===== config.mk =====
export PLATFORM = sky130hd
export DESIGN_NAME = instruction_stage_sequencer
export DESIGN_NICKNAME = d
export VERILOG_FILES = /design/src/rtl/instruction_stage_sequencer.sv
export SDC_FILE = /design/constraint.sdc
export NUM_CORES = 1
export LEC_CHECK = 0
export CAP_MARGIN = 30
export CELL_PAD_IN_SITES_DETAIL_PLACEMENT = 0
export CELL_PAD_IN_SITES_GLOBAL_PLACEMENT = 2
export CORE_AREA = 5 5 65 67
export CTS_BUF_LIST = sky130_fd_sc_hd__clkbuf_8 sky130_fd_sc_hd__clkbuf_16
export CTS_CLUSTER_DIAMETER = 30
export DETAILED_ROUTE_END_ITERATION = 6
export DIE_AREA = 0 0 70 72
export GPL_ROUTABILITY_DRIVEN = 0
export HOLD_SLACK_MARGIN = 0.15
export PLACE_DENSITY = 0.9
export SYNTH_ARGS = -nofsm -noshare
export SYNTH_HDL_FRONTEND = slang
export SYNTH_SLANG_ARGS = --single-unit

===== constraint.sdc =====
create_clock -name clk -period 5.4 [get_ports clk]
set_input_delay 1.08 -clock clk [delete_from_list [all_inputs] [get_ports clk]]
set_output_delay 1.08 -clock clk [all_outputs]
set_load 0.02 [all_outputs]

===== src/rtl/instruction_stage_sequencer.sv =====
// Multi-cycle instruction stage sequencer: fetch/decode/execute/memory/reg-update/pc-update FSM
// with a memory-wait timeout trap, a debug halt and an optional retired-instruction counter (INSTRET_COUNTER_EN).
module instruction_stage_sequencer #(
  parameter logic [15:0] MEM_TIMEOUT   = 16'd1024,
  parameter int          TIMEOUT_WIDTH = 16
) (
  input  logic       clk,
  input  logic       reset,
  input  logic [6:0] opcode,
  input  logic       illegal_instr,
  input  logic       mem_ready,
  input  logic       halt_req,
  output logic [2:0] stage,
  output logic       mem_req,
  output logic       instr_retired,
  output logic       halted,
  output logic       bus_error
`ifdef INSTRET_COUNTER_EN
  ,
  input  logic        instret_clr,
  output logic [63:0] instret
`endif
);

  typedef enum logic [2:0] {
    FETCH           = 3'd0,
    DECODE          = 3'd1,
    EXECUTE         = 3'd2,
    MEMORY          = 3'd3,
    REGISTER_UPDATE = 3'd4,
    PC_UPDATE       = 3'd5,
    HALTED          = 3'd6,
    TRAP            = 3'd7
  } stage_e;

  localparam logic [6:0] OpLoad   = 7'b0000011;
  localparam logic [6:0] OpStore  = 7'b0100011;
  localparam logic [6:0] OpOp     = 7'b0110011;
  localparam logic [6:0] OpOpImm  = 7'b0010011;
  localparam logic [6:0] OpAuipc  = 7'b0010111;
  localparam logic [6:0] OpLui    = 7'b0110111;
  localparam logic [6:0] OpJal    = 7'b1101111;
  localparam logic [6:0] OpJalr   = 7'b1100111;
  localparam logic [6:0] OpSystem = 7'b1110011;

  localparam bit                       TimeoutEn   = (MEM_TIMEOUT != 16'd0);
  localparam logic [TIMEOUT_WIDTH-1:0] TimeoutLast = TIMEOUT_WIDTH'(MEM_TIMEOUT - 16'd1);

  stage_e                   state_q, state_d;
  logic [TIMEOUT_WIDTH-1:0] waitCnt_q, waitCnt_d;
  logic                     busError_q, busError_d;

  // The wait counter only survives while the FSM stays in FETCH/MEMORY; any transition clears it.
  always_comb begin
    state_d    = state_q;
    waitCnt_d  = '0;
    busError_d = busError_q;
    case (state_q)
      FETCH, MEMORY: begin
        if (mem_ready) begin
          if (state_q == FETCH)       state_d = DECODE;
          else if (opcode == OpStore) state_d = PC_UPDATE;
          else                        state_d = REGISTER_UPDATE;
        end else if (TimeoutEn && (waitCnt_q == TimeoutLast)) begin
          state_d    = TRAP;
          busError_d = 1'b1;
        end else begin
          waitCnt_d = waitCnt_q + 1'b1;
        end
      end
      DECODE:          state_d = illegal_instr ? TRAP : EXECUTE;
      EXECUTE: begin
        case (opcode)
          OpLoad, OpStore: state_d = MEMORY;
          OpOp, OpOpImm, OpAuipc, OpLui, OpJal, OpJalr, OpSystem:
                           state_d = REGISTER_UPDATE;
          default:         state_d = PC_UPDATE;
        endcase
      end
      REGISTER_UPDATE: state_d = PC_UPDATE;
      PC_UPDATE:       state_d = halt_req ? HALTED : FETCH;
      HALTED:          state_d = halt_req ? HALTED : FETCH;
      TRAP:            state_d = TRAP;
      default:         state_d = FETCH;
    endcase
  end

  always_ff @(posedge clk) begin
    if (reset) begin
      state_q    <= FETCH;
      waitCnt_q  <= '0;
      busError_q <= 1'b0;
    end else begin
      state_q    <= state_d;
      waitCnt_q  <= waitCnt_d;
      busError_q <= busError_d;
    end
  end

  assign stage         = state_q;
  assign mem_req       = !reset && ((state_q == FETCH) || (state_q == MEMORY));
  assign instr_retired = (state_q == PC_UPDATE);
  assign halted        = (state_q == HALTED);
  assign bus_error     = busError_q;

`ifdef INSTRET_COUNTER_EN
  logic [63:0] instret_q;

  // Clear wins over a coincident retire.
  always_ff @(posedge clk) begin
    if (reset)              instret_q <= '0;
    else if (instret_clr)   instret_q <= '0;
    else if (instr_retired) instret_q <= instret_q + 64'd1;
  end

  assign instret = instret_q;
`endif

endmodule

==> summary.md, run 1 <==
| Metric | Value |
|---|---|
| Status | `complete, no violations` |
| DRC viols | `0` |
| Post-synth cell types | `41` |
| Synthesized area | `1160 um^2` |
| Commonest non-fill, non-tap cells in the layout | `dfxtp_1, clkdlybuf4s50_1, nor2_1` |
| Antenna violations before repair | `0` |
| Routed wire length | `2.25 mm` |
| Final count of hold timing violations | `0` |
| Yosys reg bits | `20` |
| Post-layout min period | `3.58 ns` |
| R2R Setup Slk | `2.88 ns` |
| P&R area growth vs syn | `21.7%` |
| CP Data Required Time | `4.32 ns` |
| GR Overflow Total | `0` |
| Final Total Pwr | `0.459 mW` |
| Final period util | `66.2%` |
| Syn Nets | `140` |
| Largest net degree at the start of global routing | `13` |
| Nets | `159` |
| Die width | `70 um` |
| Area of the core | `3580 um^2` |
| Die height | `72 um` |
| Hpwl dp | `1.75 mm` |
| Lkg Pwr | `0.428 nW` |
| Initial cell density of the core | `32.5%` |
| Worst-skew pair later-pin latency | `0.25 ns` |
| Min-delay worst type | `reg2reg` |
| CTS tree | `done` |
| CTS H-tree depth | `1` |
| Via count | `976` |
| Total number of yosys warnings | `0` |
| Ports | `19` |
| Maximum VDD drop | `122 uV` |
| Core Rows | `22` |
| Detail Route Antenna Nets | `0` |
| Num CTS Buffers | `3` |
| Die ar. | `5040 um^2` |
| Synth Flop Type | `dfxtp_1` |
| CTS resizes | `0` |
| IO buf count | `18` |
| RSZ-0062 raised after global routing | `false` |
| Ys async rst share | `0%` |
| Post-synthesis sequential area ratio | `34.4%` |
| TritonRoute pass-1 iters | `4` |
| Final Non-Filler Cells | `193` |
| Iter 0 DRT Violations | `73` |
| Syn Area/Cell | `9.16 um^2` |
| F_max | `280 MHz` |
| Pwr Density | `324 nW/um^2` |
| CTS Hold Bufs | `0` |
| Worst setup SP type | `input pin` |
| Largest buffer count on any clock path | `2` |
| Antenna cells | `0` |
| Post-CTS Repair Setup Buffers | `0` |
| Max-slew violations | `0` |
| Root buffer cell | `clkbuf_8` |
| Vias per Instance | `5.06` |
| Synthesized netlist cell count | `127` |
| Clock-pin slew on the worst setup and hold paths | `0.07 ns` |
| Slew HR | `60.9%` |
| Critical path type | `in2out` |
| Clock Skews | `0.00376 ns` |
| Post-Route Setup TNS | `0 ns` |
| Final cell utilization of the core | `39.6%` |
| Setup-failing EPs final | `0` |
| Worst-Margin Slew | `0.586 ns` |
| WHS | `0.478 ns` |
| Num Clock Sinks | `20` |
| Post-synth EDFFs | `0` |
| First-pass GRT wire length | `4.15 mm` |
| Most common cell after layout, fill and taps aside | `dfxtp_1` |
| Crit end category | `primary output` |
| Gr usage total | `9.84%` |
| Vias in the first global route | `965` |
| Mean routed wirelength per cell | `11.6 um` |
| Max-cap check violation count | `0` |
| Placed cells | `189` |
| Crit path max fanout | `6` |
| Arr. time, crit path | `2.50 ns` |
| Proportion of layout cells with a drive suffix above 1 | `13.1%` |
kinds of logic after synthesis:
logic type      after synthesis  share of synthesized area, %
compound gates               20                          11.2
xor+xnor                     12                          9.03
simple gates                 62                          36.6
mux                           1                         0.860
fa+ha+maj                     1                          1.08
buf+inv                      11                          6.88
flops                        20                          34.4
flip-flops by register name, indices dropped and copies added, names as in the netlist:
name	flops
waitCnt_q	16
stage	3
bus_error	1
path summary, 6_finish.rpt:
path,startpoint,cells past startpoint,end
hold reg to reg,bus_error$_SDFFE_PP0P_,2,bus_error$_SDFFE_PP0P_
setup / recovery,reset,3,mem_req
setup reg to reg,waitCnt_q[0]$_SDFF_PP0_,6,stage[0]$_SDFFE_PP0P_
hold / removal,bus_error$_SDFFE_PP0P_,2,bus_error$_SDFFE_PP0P_
metal layers:
metal  up-vias  share of wire, %  wire length (um)  track usage, %
li1        502                 -                 -               -
met1       457                48              1070            11.9
met2        13                47              1060            16.7
met3         4               4.3                96            3.46
met4         0              0.80                18            2.55
met5         -                 0                 0               0
final cells by class:
type                    count  area, um^2
inverters                   6        22.5
fillers                   360        2160
clock buffers               4        55.1
well taps                  48        60.1
flip-flops and latches     20         400
multi-input cells          96         683
repair buffers             19         195
worst max-delay path, cell delays in order:
cell             delay, ns
clkdlybuf4s50_1       0.48
nor4_1                0.29
clkdlybuf4s50_1       0.65
report_power, final:
part | switching (mW) | leakage, nW | internal [mW] | total [mW]
clock | 0.0456 | 0.0288 | 0.0648 | 0.110
combinational | 0.0822 | 0.238 | 0.0774 | 0.160
sequential | 0.0296 | 0.162 | 0.159 | 0.189
total | 0.157 | 0.428 | 0.302 | 0.459
synthesized netlist by cell type, types with 3 or more instances:
cell type	instances	area (um^2)
a21oi_1	5	25.0
buf_6	3	33.8
dfxtp_1	20	400
inv_1	6	22.5
nand2_1	3	11.3
nand3_1	4	20.0
nand4_1	8	50.1
nor2_1	10	37.5
nor2_4	8	90.1
nor3_1	4	20.0
nor4_1	4	25.0
o21ai_0	5	25.0
or3_1	3	18.8
xnor2_1	7	61.3
xor2_1	5	43.8
metrics by stage:
step / area [um^2] / setup slack [ns]
after floorplan: 1160 / 2.53
after global placement: 1350 / 1.84
after detailed placement: 1360 / 1.83
after CTS: 1420 / 1.82
after global routing: 1420 / 1.78
final: 1420 / 1.82
(Power assumes the default switching activity.)
==> inputs of run 2 (changes only) <==
Settings changed: CORE_AREA 5 5 65 67 to 5 5 67 69, DIE_AREA 0 0 70 72 to 0 0 72 74, PLACE_DENSITY 0.9 to 0.86.
Clock period 5.4 ns to 3.59 ns, I/O delays scaled along.
==> summary.md, run 2 (synthesis results as in run 1) <==
| Metric | Value |
|---|---|
| CP cell instances | `clkdlybuf4s50_1 > nor4_1 > clkdlybuf4s50_1` |
| Final setup margin | `0.706 ns (-1.12 ns)` |
| DRC viols | `0 (unchanged)` |
| Largest buffer count on any clock path | `2 (unchanged)` |
| Hpwl dp | `1.78 mm (+1.8%)` |
| Slew HR | `65.5% (+4.6 points)` |
| Via count | `955 (-2.2%)` |
| CTS H-tree depth | `1 (unchanged)` |
| Detail Route Antenna Nets | `0 (unchanged)` |
| Final period util | `80.3%` |
| Crit end category | `primary output` |
| Ports | `19 (unchanged)` |
| F_max | `347 MHz` |
| Internal | `0.450 mW (+49%)` |
| Sequential share of power | `40.9% (-0.3 points)` |
| Die height | `74 um (+2.8%)` |
| WHS | `0.493 ns (+0.0146 ns)` |
| Critical Path Start | `reset` |
| Worst-Margin Slew | `0.517 ns (-0.0689 ns)` |
| CTS resizes | `0 (unchanged)` |
| Clock-pin slew on the worst setup and hold paths | `0.07 ns (about the same)` |
| Min-delay worst type | `reg2reg` |
| Status | `complete, no violations` |
| Vias in the first global route | `940 (-2.6%)` |
| CP max stage cell | `clkdlybuf4s50_1` |
| Vias per Instance | `4.90 (-3.2%)` |
| Setup WS pre-CTS | `0.714 ns (-1.12 ns)` |
| Proportion of layout cells with a drive suffix above 1 | `13.1% (unchanged)` |
| Worst-skew pair later-pin latency | `0.25 ns (about the same)` |
| Commonest non-fill, non-tap cells in the layout | `dfxtp_1, clkdlybuf4s50_1, nor2_1` |
| GR Overflow Total | `0 (unchanged)` |
| Num Clock Sinks | `20 (unchanged)` |
| Largest Register | `waitCnt_q` |
| Max-cap check violation count | `0 (unchanged)` |
| Gr usage total | `9.40% (-0.44 points)` |
| Arr. time, crit path | `2.17 ns (-0.33 ns)` |
| CP Data Required Time | `2.87 ns (-1.45 ns)` |
| CTS tree | `done` |
| Clock Skews | `0.00149 ns (-0.00227 ns)` |
| Area of the core | `3860 um^2 (+7.8%)` |
| Post-Route Setup TNS | `0 ns (unchanged)` |
| Placed cell area | `1360 um^2 (-0.37%)` |
| Initial cell density of the core | `30.2% (-2.3 points)` |
| Maximum VDD drop | `233 uV (+91%)` |
| Max-slew violations | `0 (unchanged)` |
| Comb pwr share | `34.6% (-0.2 points)` |
| Critical path type | `in2out` |
| Sw frac | `34.8% (+0.54 points)` |
| Antenna cells | `0 (unchanged)` |
| Slowest stage delay, CP | `0.65 ns (about the same)` |
| Core Rows | `23 (+4.5%)` |
| Final count of hold timing violations | `0 (unchanged)` |
| Hold Startpoint | `waitCnt_q[0]$_SDFF_PP0_` |
| Root buffer cell | `clkbuf_8` |
| Iter 0 DRT Violations | `64 (-12%)` |
| Num CTS Buffers | `3 (unchanged)` |
| P&R area growth vs syn | `21.3%` |
| Most used cell, CP | `clkdlybuf4s50_1` |
| Crit path max fanout | `6 (unchanged)` |
| Nets | `159 (unchanged)` |
| Placed cells | `191 (+1.1%)` |
| IO buf count | `18 (unchanged)` |
| Die width | `72 um (+2.9%)` |
| Post-layout min period | `2.88 ns` |
| RSZ-0062 raised after global routing | `false` |
| Lkg Pwr | `0.425 nW (-0.76%)` |
| Routed wire length | `2.38 mm (+5.8%)` |
| CTS Hold Bufs | `0 (unchanged)` |
| Most common cell after layout, fill and taps aside | `dfxtp_1` |
| Post-CTS Repair Setup Buffers | `0 (unchanged)` |
| Antenna violations before repair | `0 (unchanged)` |
| Final Non-Filler Cells | `195 (+1.0%)` |
| Critical register-to-register path startpoint | `waitCnt_q[0]$_SDFF_PP0_` |
| TritonRoute pass-1 iters | `4 (unchanged)` |
| Filler Cells Inserted | `400 (+11%)` |
| Die ar. | `5330 um^2 (+5.7%)` |
| Largest net degree at the start of global routing | `13 (unchanged)` |
| Mean routed wirelength per cell | `12.2 um (+4.7%)` |
| Worst setup SP type | `input pin` |
| Design area | `1410 um^2 (-0.35%)` |
| Clock power frac | `24.5% (+0.4 points)` |
| First-pass GRT wire length | `4.11 mm (-0.82%)` |
| Setup-failing EPs final | `0 (unchanged)` |
| Switching Power | `0.241 mW (+53%)` |
| Pwr Density | `490 nW/um^2 (+51%)` |
| Max FFs per register | `16 (unchanged)` |
[run 2: cell counts in the layout (fill, tap and decap cells not counted)]
No cell type changed its count.
[run 2: worst paths after layout]
kind                                  end  slack, ns  cells after the start
setup reg to reg    stage[0]$_SDFFE_PP0P_       1.01                      6
hold reg to reg   waitCnt_q[0]$_SDFF_PP0_       0.49                      1
hold / removal    waitCnt_q[0]$_SDFF_PP0_       0.49                      1
setup / recovery                  mem_req       0.71                      3
[run 2: power by group through the flow]
stage	registers [mW]	clock network (mW)	logic, mW
finish	0.283	0.169	0.239
global route	0.291	0.186	0.259
CTS	0.283	0.176	0.241
detailed placement	0.288	0	0.240
global placement	0.289	0	0.241
floorplan	0.275	0	0.196
[run 2: critical path, delay by kind of cell]
kind,cells,cell delay (ns)
AND/OR/NAND/NOR,1,0.30
buffers and inverters,2,1.14
[run 2: per-stage QoR]
stage,utilization (%),power [mW]
floorplan,-,0.471
global placement,35.2,0.530
detailed placement,35.2,0.528
CTS,36.6,0.701
global route,36.6,0.736
finish,36.6,0.691
[run 2: final cells by class]
cell class | count | area [um^2] | area share [%]
clock buffers | 4 | 55.1 | 3.90
inverters | 6 | 22.5 | 1.60
multi-input cells | 96 | 683 | 48.4
flip-flops and latches | 20 | 400 | 28.4
well taps | 50 | 62.6 | 4.43
repair buffers | 19 | 188 | 13.3
[run 2: metal layers]
layer | share of wire, % | up-vias | GRT usage [%] | wire length, um
li1 | - | 501 | - | -
met1 | 48 | 421 | 11.6 | 1130
met2 | 45 | 31 | 16.3 | 1070
met3 | 7.2 | 2 | 3.11 | 171
met4 | 0.25 | 0 | 1.46 | 6
met5 | 0 | - | 0 | 0
==> inputs of run 3 (changes only) <==
Settings changed: CORE_AREA 5 5 67 69 to 5 5 70 72, DIE_AREA 0 0 72 74 to 0 0 75 77, PLACE_DENSITY 0.86 to 0.82.
Clock period 3.59 ns to 2.3 ns, I/O delays scaled along.
==> summary.md, run 3 (synthesis results as in run 1) <==
| Metric | Value |
|---|---|
| Lkg Pwr | `0.463 nW (+8.9%)` |
| Placed cell area | `1420 um^2 (+5.0%)` |
| Initial cell density of the core | `27.5% (-2.7 points)` |
| Routed wire length | `2.56 mm (+7.7%)` |
| Crit end category | `primary output` |
| First-pass GRT wire length | `4.18 mm (+1.7%)` |
| CP cell instances | `nor2b_1 > and2_1 > clkdlybuf4s50_1` |
| Ports | `19 (unchanged)` |
| Core Rows | `24 (+4.3%)` |
| Max-slew violations | `0 (unchanged)` |
| Clock Skews | `0.000999 ns (-0.000491 ns)` |
| Commonest non-fill, non-tap cells in the layout | `dfxtp_1, clkdlybuf4s50_1, nor2_1` |
| CP Data Required Time | `1.84 ns (-1.03 ns)` |
| Worst-Margin Slew | `0.319 ns (-0.199 ns)` |
| Critical path type | `reg2out` |
| Die width | `75 um (+4.2%)` |
| Die ar. | `5780 um^2 (+8.4%)` |
| Vias per Instance | `4.99 (+1.8%)` |
| P&R area growth vs syn | `26.0%` |
| Gr usage total | `8.86% (-0.54 points)` |
| Final Non-Filler Cells | `203 (+4.1%)` |
| Largest Register | `waitCnt_q` |
| Design area | `1470 um^2 (+3.9%)` |
| Min-delay worst type | `reg2reg` |
| Setup WS pre-CTS | `0.00353 ns (-0.711 ns)` |
| GR Overflow Total | `0 (unchanged)` |
| TritonRoute pass-1 iters | `6 (+2)` |
| Worst setup SP type | `flop` |
| Slew HR | `78.6% (+13 points)` |
| F_max | `460 MHz` |
| Hpwl dp | `1.97 mm (+11%)` |
| Antenna violations before repair | `0 (unchanged)` |
| Post-Route Setup TNS | `0 ns (unchanged)` |
| WHS | `0.482 ns (-0.0113 ns)` |
| CP top delay family | `buffers and inverters` |
| Arr. time, crit path | `1.71 ns (-0.46 ns)` |
| Final count of hold timing violations | `0 (unchanged)` |
| Iter 0 DRT Violations | `21 (-67%)` |
| Area of the core | `4230 um^2 (+9.8%)` |
| Die height | `77 um (+4.1%)` |
| Clock-pin slew on the worst setup and hold paths | `0.07 ns (about the same)` |
| RSZ-0062 raised after global routing | `false` |
| Num CTS Buffers | `3 (unchanged)` |
| Mean routed wirelength per cell | `12.6 um (+3.5%)` |
| Post-layout min period | `2.17 ns` |
| Max-cap check violation count | `0 (unchanged)` |
| Post-CTS Repair Setup Buffers | `0 (unchanged)` |
| Status | `complete, no violations` |
| Final period util | `94.5%` |
| CTS H-tree depth | `1 (unchanged)` |
| Largest net degree at the start of global routing | `17 (+4)` |
| Final cell utilization of the core | `34.6% (-2.0 points)` |
| Setup-failing EPs final | `0 (unchanged)` |
| CP Buf/Inv Count | `1 (-1)` |
| Pwr Density | `726 nW/um^2 (+48%)` |
| Slowest stage delay, CP | `0.60 ns (-0.05 ns)` |
| Worst-skew pair later-pin latency | `0.25 ns (about the same)` |
| Num Clock Sinks | `20 (unchanged)` |
| Final setup margin | `0.127 ns (-0.579 ns)` |
| Maximum VDD drop | `243 uV (+4.4%)` |
| IO buf count | `18 (unchanged)` |
| Via count | `1,012 (+6.0%)` |
| Vias in the first global route | `976 (+3.8%)` |
| DRC viols | `0 (unchanged)` |
| Nets | `166 (+4.4%)` |
| Antenna cells | `0 (unchanged)` |
| CP max stage cell | `clkdlybuf4s50_1` |
| Detail Route Antenna Nets | `0 (unchanged)` |
| Max FFs per register | `16 (unchanged)` |
| Most common cell after layout, fill and taps aside | `dfxtp_1` |
| Placed cells | `200 (+4.7%)` |
| Proportion of layout cells with a drive suffix above 1 | `17.9% (+4.8 points)` |
| CTS tree | `done` |
| Root buffer cell | `clkbuf_8` |
| Crit path max fanout | `7 (+1)` |
| Largest buffer count on any clock path | `2 (unchanged)` |
| Final Total Pwr | `1.06 mW (+54%)` |
run 3: cell types whose count changed in the layout (fill, tap and decap cells not counted), sizes merged:
cell | before | now
buf | 1 | 8
clkbuf | 4 | 3
clkdlybuf4s50 | 18 | 17
dlygate4sd2 | 0 | 1
run 3: where the power goes:
| group | switching, mW | internal, mW | total (mW) |
|---|---|---|---|
| combinational | 0.206 | 0.197 | 0.403 |
| sequential | 0.0648 | 0.378 | 0.443 |
| clock | 0.102 | 0.116 | 0.219 |
run 3: final cells by class:
class | instances | area [um^2]
timing repair buffer | 26 | 251
inverter | 6 | 22.5
fill | 445 | 2770
tap | 52 | 65.1
multi-input combinational | 96 | 683
clock buffer | 3 | 41.3
sequential | 20 | 403
run 3: worst paths after layout:
kind | start | endpoint | slack, ns | cells after the start
setup reg to reg | stage[1]$_SDFFE_PP0P_ | waitCnt_q[13]$_SDFF_PP0_ | 0.29 | 6
hold / removal | bus_error$_SDFFE_PP0P_ | bus_error$_SDFFE_PP0P_ | 0.48 | 2
hold reg to reg | bus_error$_SDFFE_PP0P_ | bus_error$_SDFFE_PP0P_ | 0.48 | 2
setup / recovery | stage[1]$_SDFFE_PP0P_ | halted | 0.13 | 3
run 3: worst min-delay path, stage by stage, from the launching register on:
cell and delay (ns):
dfxtp_1 0.33, a21oi_1 0.04, nor2_1 0.07
run 3: timing repair:
action	CTS	global route
hold endpoints to repair	0	0
hold buffers	0	0
setup endpoints to repair	1	1
resized for setup	1	2
run 3: metal layers:
metal	GRT usage (%)	up-vias	wire, um
li1	-	511	-
met1	10.7	466	1080
met2	15.4	31	1230
met3	2.09	4	219
met4	2.14	0	26
met5	0	-	0
